$ cat src/rtl/truth_table_sequencer_if.sv
// Connection bundle between the control side and the truth-table sequencer.
// The master modport drives requests and the function-unit output; the slave is the sequencer.
interface truth_table_sequencer_if;
    logic        start;
    logic        abort;
    logic [15:0] expected;
    logic        f_in;
    logic [3:0]  vec_out;
    logic        vec_valid;
    logic        busy;
    logic        done;
    logic [15:0] result;
    logic [4:0]  ones_count;
    logic [15:0] mismatch;
    logic        pass;

    modport master (
        output start, abort, expected, f_in,
        input  vec_out, vec_valid, busy, done, result, ones_count, mismatch, pass
    );

    modport slave (
        input  start, abort, expected, f_in,
        output vec_out, vec_valid, busy, done, result, ones_count, mismatch, pass
    );
endinterface

$ cat src/rtl/truth_table_sequencer.sv
// Walks an external 4-input function unit through all 16 vectors, samples F after a
// programmable settle time, and compares the captured truth table against a golden mask.
module truth_table_sequencer #(
    parameter int unsigned SETTLE_CYCLES = 2
) (
    input logic                    clk,
    input logic                    rst_n,
    truth_table_sequencer_if.slave bus
);

    typedef enum logic [1:0] {
        IDLE,
        SETTLE,
        SAMPLE,
        DONE
    } state_t;

    localparam logic [3:0] SETTLE_LAST = 4'(SETTLE_CYCLES - 1);

    state_t      state;
    state_t      state_nxt;
    logic [3:0]  settle_cnt;
    logic [3:0]  vec;
    logic [15:0] result_q;
    logic [15:0] result_wr;
    logic [4:0]  ones_q;
    logic [15:0] mismatch_q;
    logic        pass_q;

    // NOTE: every clocked block uses non-blocking assignments so all registers update together.
    always_ff @(posedge clk or negedge rst_n) begin
        if (!rst_n) state <= IDLE;
        else        state <= state_nxt;
    end

    // NOTE: defaults come first in every always_comb so no path leaves a signal unassigned (no latch).
    always_comb begin
        state_nxt = state;
        unique case (state)
            IDLE:    if (bus.start) state_nxt = SETTLE;
            SETTLE: begin
                if (bus.abort)                     state_nxt = IDLE;
                else if (settle_cnt == SETTLE_LAST) state_nxt = SAMPLE;
            end
            SAMPLE: begin
                if (bus.abort)          state_nxt = IDLE;
                else if (vec == 4'd15)  state_nxt = DONE;
                else                    state_nxt = SETTLE;
            end
            DONE:    state_nxt = IDLE;
            default: state_nxt = IDLE;
        endcase
    end

    // Truth table as it would look once the current vector's F is written in.
    always_comb begin
        result_wr      = result_q;
        result_wr[vec] = bus.f_in;
    end

    always_ff @(posedge clk or negedge rst_n) begin
        if (!rst_n) begin
            settle_cnt <= '0;
            vec        <= '0;
            result_q   <= '0;
            ones_q     <= '0;
            mismatch_q <= '0;
            pass_q     <= 1'b0;
        end else begin
            unique case (state)
                IDLE: begin
                    if (bus.start) begin
                        settle_cnt <= '0;
                        vec        <= '0;
                        result_q   <= '0;
                        ones_q     <= '0;
                        mismatch_q <= '0;
                        pass_q     <= 1'b0;
                    end
                end
                SETTLE: begin
                    if (bus.abort) begin
                        settle_cnt <= '0;
                        vec        <= '0;
                        pass_q     <= 1'b0;
                    end else begin
                        settle_cnt <= settle_cnt + 4'd1;
                    end
                end
                SAMPLE: begin
                    settle_cnt <= '0;
                    if (bus.abort) begin
                        // Abort beats the sample, including the final one: nothing is captured.
                        vec    <= '0;
                        pass_q <= 1'b0;
                    end else begin
                        result_q <= result_wr;
                        ones_q   <= ones_q + {4'b0000, bus.f_in};
                        if (vec == 4'd15) begin
                            vec        <= '0;
                            mismatch_q <= result_wr ^ bus.expected;
                            pass_q     <= (result_wr == bus.expected);
                        end else begin
                            vec <= vec + 4'd1;
                        end
                    end
                end
                DONE:    ;
                default: ;
            endcase
        end
    end

    assign bus.vec_out    = vec;
    assign bus.vec_valid  = (state == SETTLE) || (state == SAMPLE);
    assign bus.busy       = (state != IDLE);
    assign bus.done       = (state == DONE);
    assign bus.result     = result_q;
    assign bus.ones_count = ones_q;
    assign bus.mismatch   = mismatch_q;
    assign bus.pass       = pass_q;

endmodule

$ cat src/flat_wrapper.sv
// flat-port wrapper written by rule: the top's interface ports become plain ports
module truth_table_sequencer_flat 
#(
    parameter int unsigned SETTLE_CYCLES = 2
)
  (clk, rst_n, bus_start, bus_abort, bus_expected, bus_f_in, bus_vec_out, bus_vec_valid, bus_busy, bus_done, bus_result, bus_ones_count, bus_mismatch, bus_pass);
  truth_table_sequencer_if bus_i ();
  input logic clk;
  input logic rst_n;
  input wire logic [$bits(bus_i.start)-1:0] bus_start;
  input wire logic [$bits(bus_i.abort)-1:0] bus_abort;
  input wire logic [$bits(bus_i.expected)-1:0] bus_expected;
  input wire logic [$bits(bus_i.f_in)-1:0] bus_f_in;
  output wire logic [$bits(bus_i.vec_out)-1:0] bus_vec_out;
  output wire logic [$bits(bus_i.vec_valid)-1:0] bus_vec_valid;
  output wire logic [$bits(bus_i.busy)-1:0] bus_busy;
  output wire logic [$bits(bus_i.done)-1:0] bus_done;
  output wire logic [$bits(bus_i.result)-1:0] bus_result;
  output wire logic [$bits(bus_i.ones_count)-1:0] bus_ones_count;
  output wire logic [$bits(bus_i.mismatch)-1:0] bus_mismatch;
  output wire logic [$bits(bus_i.pass)-1:0] bus_pass;
  assign bus_i.start = bus_start;
  assign bus_i.abort = bus_abort;
  assign bus_i.expected = bus_expected;
  assign bus_i.f_in = bus_f_in;
  assign bus_vec_out = bus_i.vec_out;
  assign bus_vec_valid = bus_i.vec_valid;
  assign bus_busy = bus_i.busy;
  assign bus_done = bus_i.done;
  assign bus_result = bus_i.result;
  assign bus_ones_count = bus_i.ones_count;
  assign bus_mismatch = bus_i.mismatch;
  assign bus_pass = bus_i.pass;
  truth_table_sequencer #(.SETTLE_CYCLES(SETTLE_CYCLES)) u_core (.clk(clk), .rst_n(rst_n), .bus(bus_i));
endmodule
$ cat config.mk
export PLATFORM = sky130hd
export DESIGN_NAME = truth_table_sequencer_flat
export DESIGN_NICKNAME = d
export VERILOG_FILES = /design/src/rtl/truth_table_sequencer_if.sv /design/src/rtl/truth_table_sequencer.sv /design/src/flat_wrapper.sv
export SDC_FILE = /design/constraint.sdc
export NUM_CORES = 1
export LEC_CHECK = 0
export ABC_AREA = 0
export ABC_CLOCK_PERIOD_IN_PS = 2650
export BUFFER_PORTS_ARGS = -buffer_cell sky130_fd_sc_hd__buf_2
export CAP_MARGIN = 10
export CELL_PAD_IN_SITES_DETAIL_PLACEMENT = 1
export CELL_PAD_IN_SITES_GLOBAL_PLACEMENT = 1
export CORE_ASPECT_RATIO = 1.25
export CORE_MARGIN = 2
export CORE_UTILIZATION = 40
export DETAILED_ROUTE_END_ITERATION = 7
export HOLD_SLACK_MARGIN = 0.12
export PLACE_DENSITY_LB_ADDON = 0.1
export SYNTH_ARGS = -nofsm -noshare
export SYNTH_HDL_FRONTEND = slang
export SYNTH_SLANG_ARGS = --single-unit
export TNS_END_PERCENT = 5
$ cat constraint.sdc
create_clock -name clk -period 2.65 [get_ports clk]
set_clock_uncertainty 0.05 [all_clocks]
set_input_delay 0.53 -clock clk [delete_from_list [all_inputs] [get_ports clk]]
set_output_delay 0.53 -clock clk [all_outputs]
set_load 0.005 [all_outputs]
# Word level (Yosys, flattened, before mapping)
# Index checks and enable logic that the tools add are counted.
[op_classes]
muxes = 30
magnitude_cmp = 2
add_sub_neg = 3
n_reduce_logical = 12
n_bitwise = 1
n_eq_ne = 12
[ops]
columns = ["operator", "n"]
rows = [
  ["16-bit 2-to-1 mux", 4],
  ["16-bit one-hot mux with 2 select lines", 2],
  ["4-bit one-hot mux with 3 select lines", 2],
  ["4-bit 2-to-1 mux", 5],
  ["16-bit bitwise mux", 1],
  ["16-bit equality test", 1],
  ["16-bit XOR", 1],
  ["2-bit 2-to-1 mux", 5],
  ["5-bit 2-to-1 mux", 2],
  ["5-bit one-hot mux with 2 select lines", 1],
  ["4-bit by 1-bit adder with 4-bit output (second input constant)", 2],
  ["2-bit one-hot mux with 4 select lines", 1],
  ["4-bit AND reduction", 2],
  ["2-bit != test (second input constant)", 3],
  ["3-bit by 2-bit != test with 1-bit output (second input constant)", 2],
  ["3-bit AND reduction", 2],
  ["5-bit by 1-bit adder with 5-bit output", 1],
  ["4-bit by 5-bit < comparator with 1-bit output (second input constant)", 1],
  ["1-bit 2-to-1 mux", 5],
  ["1-bit demux with 4-bit select", 1],
  ["2-bit equality test (second input constant)", 2],
  ["4-bit by 1-bit equality test with 1-bit output (second input constant)", 1],
  ["4-bit equality test (second input constant)", 1],
  ["4-bit by 1-bit greater-or-equal comparator with 1-bit output (second input constant)", 1],
  ["9 further kinds", 11],
]
[word_totals]
elab_cells = 67
in_bits = 21
reg_bits = 48
output_inout_bits = 45

# Logic depth before layout (Yosys ltp)
[logic_depth]
depth_word = 9
mapped_depth = 9
ltp_nobuf = 8

# Worst setup path after synthesis
# OpenSTA, ideal clock, no wires.
[synth_timing]
kind = "register to register"
start = "reg u_core.vec[0], in the netlist u_core.bus.vec_out[0]"
end = "reg u_core.pass_q, in the netlist u_core.bus.pass"
path_stages_with_launch = 9
setup_time_ps = 122
t_arrival_ps = 1896
required_time_ps = 2478
path_buffers = 0
path_slack_ps = 582
synth_period_minus_slack_ps = 2068
path_cell_list = "dfrtp_1 > inv_1 > ha_1 > nor3b_1 > mux2i_1 > xnor2_1 > nor4_1 > and3_1 > a32o_1"
[synth_between]
elab_chain_cells = 9
[synth_rtl]
columns = ["element", "line", "text"]
rows = [
  ["from (decl)", "truth_table_sequencer.sv:23", "logic [3:0] vec;"],
  ["from (signal assigned)", "truth_table_sequencer.sv:104", "vec <= vec + 4'd1;"],
  ["4-bit by 5-bit < comparator with 1-bit output (not written as such) / 4-bit by 1-bit greater-or-equal comparator with 1-bit output (equally long branches)", "truth_table_sequencer.sv:58", "result_wr[vec] = bus.f_in;"],
  ["1-bit logical AND (not written as such)", "truth_table_sequencer.sv:58", ""],
  ["1-bit 2-to-1 mux (not written as such)", "truth_table_sequencer.sv:58", ""],
  ["1-bit demux with 4-bit select", "-", ""],
  ["16-bit bitwise mux", "truth_table_sequencer.sv:58", ""],
  ["16-bit equality test", "truth_table_sequencer.sv:102", "pass_q <= (result_wr == bus.expected);"],
  ["1-bit 2-to-1 mux", "truth_table_sequencer.sv:99", "if (vec == 4'd15) begin"],
  ["1-bit 2-to-1 mux", "truth_table_sequencer.sv:92", "if (bus.abort) begin"],
  ["1-bit one-hot mux with 3 select lines", "truth_table_sequencer.sv:70", "unique case (state)"],
  ["to (signal assigned)", "truth_table_sequencer.sv:102", ""],
  ["to (decl)", "truth_table_sequencer.sv:28", "logic pass_q;"],
]
# Several ways; a longest one is shown, not always the timed one. The select of a mux whose other input is x is not followed.
# A chain may end at the register's enable or synchronous reset.

# Worst setup path after layout
# Ends and elaborated chain as after synthesis.

==> run_results.csv <==
group,metric,value,unit
setup_path,path_class,"reg2reg",
placement,pre_cts_ws,0.351,ns
layout,drive_gt1_share,25.3,%
layout,nNetsFinal,377,
power_and_ir_drop,power.total,0.00192,W
grt,grt_pass1_wl,11700,um
placement,hpwlAfterDp,5440,um
power_and_ir_drop,p_per_area,601,nW/um^2
clock_tree,cts_buffers,5,
synthesis,synth_seq_cells,48,
setup_path,setup.worst_path.end_class,"flop",
detailed_routing,via_per_inst,5.28,
clock_tree,cts_sinks,48,
timing,min_period,2.33,ns
detailed_routing,via_count,2274,
detailed_routing,post_drt_wl_per_cell,16.4,um
clock_tree,insertion_delay,0.31,ns
detailed_routing,drtIter0Drc,52,
timing,fin_tns_setup,0,ns
synthesis,synth_area_per_cell,9.72,um^2
floorplanning,die_height,95.2,um
synthesis,synth_fp_nets,308,
timing,slew_viol_final,0,
clock_tree,cts_tree,"built",
floorplanning,rows,33,
run,drv_cap,0,
setup_path,cp_max_fo,8,
clock_tree,hold_buffers,0,
hold_path,hp-class,"in2async",
layout,finish.utilization,49.4,%
setup_path,slowest_delay,0.47,ns
timing,worst_pin_slew,0.579,ns
grt,grt_antenna_before_repair,0,
timing,setup_viol,0,
placement,io_buffer_count,65,
grt,grt-ovfl-total,0,
synthesis,syn_inst,274,
status,status,"complete, no violations",
floorplanning,io_pins,66,
floorplanning,fp.dieW,77.0,um
synthesis,ys.warnings.count,0,
clock_tree,cts_resized,0,
floorplanning,initial_core_util,41.1,%
clock_tree,clockBufferDepth,2,
timing,fmax,0.429,GHz
grt,grt_max_degree,26,
detailed_routing,drtPass1Iterations,4,
setup_path,cp.arrival,2.48,ns
layout,final_common_cell,"buf_2",
power_and_ir_drop,ir_drop,385,uV
clock_tree,cts-root-buf,"clkbuf_8",
setup_path,slowest_stage,"dfrtp_1",
detailed_routing,wl,7080,um
clock_tree,post_cts_buffers,0,
clock_tree,h-tree-depth,2,
detailed_routing,drc_errors,0,
timing,fin_crit_sh,87.9,%
power_and_ir_drop,leakage,1.67,nW
layout,fill_cells,776,
grt,grt_pass1_vias,2314,
detailed_routing,antenna_left,0,
setup_path,worst_setup_path_start_kind,"flop",
timing,finalHoldViolCount,0,
clock_tree,path_clk_slew,0.09,ns
timing,relSlewSlack,61.4,%
layout,area_growth_syn_to_layout,20.2,%
setup_path,crit_path_cell_trace,"inv_1, ha_1, nor3b_1, mux2i_1, xnor2_1, nor4_1, and3_1, a32o_1",
layout,layout_common_cells,"buf_2, dfrtp_1, o21ai_0",
synthesis,netlist_area,2660,um^2
grt,track_usage,20.3,%
timing,rsz0062_at_grt,"no",
floorplanning,die-area,7330,um^2
setup_path,required,2.80,ns
layout,diodes,0,
synthesis,synth-seq-area-share,45.1,%
floorplanning,core,6480,um^2
synthesis,netlist-cell-type-count,34,
timing,setup_ws,0.320,ns
placement,place.gp.congestion,0.783,
==> power by group <==
| group | internal [W] | leakage (nW) | switching (W) |
|---|---|---|---|
| clock network | 0.000213 | 0.0445 | 0.000255 |
| logic | 0.000218 | 0.957 | 0.000427 |
| registers | 0.000768 | 0.667 | 0.0000405 |
==> per-layer routing <==
layer,GRT usage [%],share of wire (%),vias up
li1,-,-,1106
met1,25.6,45,1119
met2,35.5,50,42
met3,3.69,3.9,7
met4,6.55,1.3,0
met5,0,0,-
==> sequential cells by signal (all words and copies together), names as in the netlist <==
signal,count
u_core.settle_cnt,4
u_core.bus.pass,1
u_core.bus.mismatch,16
u_core.state,2
u_core.bus.ones_count,5
u_core.bus.result,16
u_core.bus.vec_out,4
==> final timing paths <==
path / from / cells after the start / to / slack (ns)
setup / recovery: u_core.bus.vec_out[0] / 8 / u_core.bus.pass / 0.32
hold / removal: rst_n / 1 / u_core.bus.mismatch[14] / 0.16
setup reg to reg: u_core.bus.vec_out[0] / 8 / u_core.bus.pass / 0.32
hold reg to reg: u_core.bus.mismatch[8] / 1 / u_core.bus.mismatch[8] / 0.46
max in group asynchronous: rst_n / 2 / u_core.bus.result[0] / 1.85
min in group clk: u_core.bus.mismatch[8] / 1 / u_core.bus.mismatch[8] / 0.46
==> final cells by class <==
type	instances	area, um^2	share of cell area, %
Inverter	9	33.8	1.06
Sequential cell	48	1200	37.5
Clock buffer	7	86.3	2.70
Clock inverter	1	7.51	0.235
Tap cell	87	109	3.40
Timing Repair Buffer	74	405	12.7
Multi-Input combinational cell	205	1360	42.4
==> per-stage QoR <==
stage,hold slack [ns],cells,instance area (um^2)
global route,0.196,431,3200
detailed placement,0.436,423,3110
floorplan,0.184,274,2660
global placement,0.432,423,3110
finish,0.164,431,3200
CTS,0.173,431,3200
==> cells by family (layout without fill, tap and decap cells) <==
kind of cell | after synthesis | in the layout | synth area share [%]
xor+xnor | 19 | 19 | 6.25
mux | 16 | 16 | 6.01
simple gates | 78 | 78 | 14.9
compound gates | 79 | 79 | 17.7
buf+inv | 21 | 91 | 3.90
fa+ha+maj | 13 | 13 | 6.11
flops | 48 | 48 | 45.1
==> Yosys cell counts, drive strengths merged <==
library cell / number / area share [%]
clkbuf: 6 / 0.85
nor2b: 2 / 0.47
a21o: 2 / 0.56
or2: 1 / 0.24
a21oi: 15 / 2.8
nand3b: 3 / 0.85
nor3: 3 / 0.99
nor2: 19 / 2.8
and3: 1 / 0.24
and2b: 2 / 0.75
a32o: 1 / 0.38
nor3b: 4 / 1.1
nor4: 4 / 0.94
mux2i: 16 / 6.0
o22ai: 4 / 0.94
nand2: 24 / 3.4
and2: 1 / 0.24
dfrtp: 48 / 45
buf: 6 / 1.8
nand3: 8 / 1.5
a22o: 16 / 5.3
xor2: 3 / 0.99
o21ai: 41 / 7.7
xnor2: 16 / 5.3
nand4: 3 / 0.70
inv: 9 / 1.3
or3: 1 / 0.24
nand2b: 2 / 0.47
ha: 13 / 6.1
==> critical path: cells and delay by family (launching register included) <==
family	cells	cell delay, ns
fa+ha+maj	1	0.31
buf+inv	1	0.13
compound gates	1	0.21
xor+xnor	1	0.17
flops	1	0.47
mux	1	0.27
simple gates	3	0.61
(Power assumes the default switching activity.)
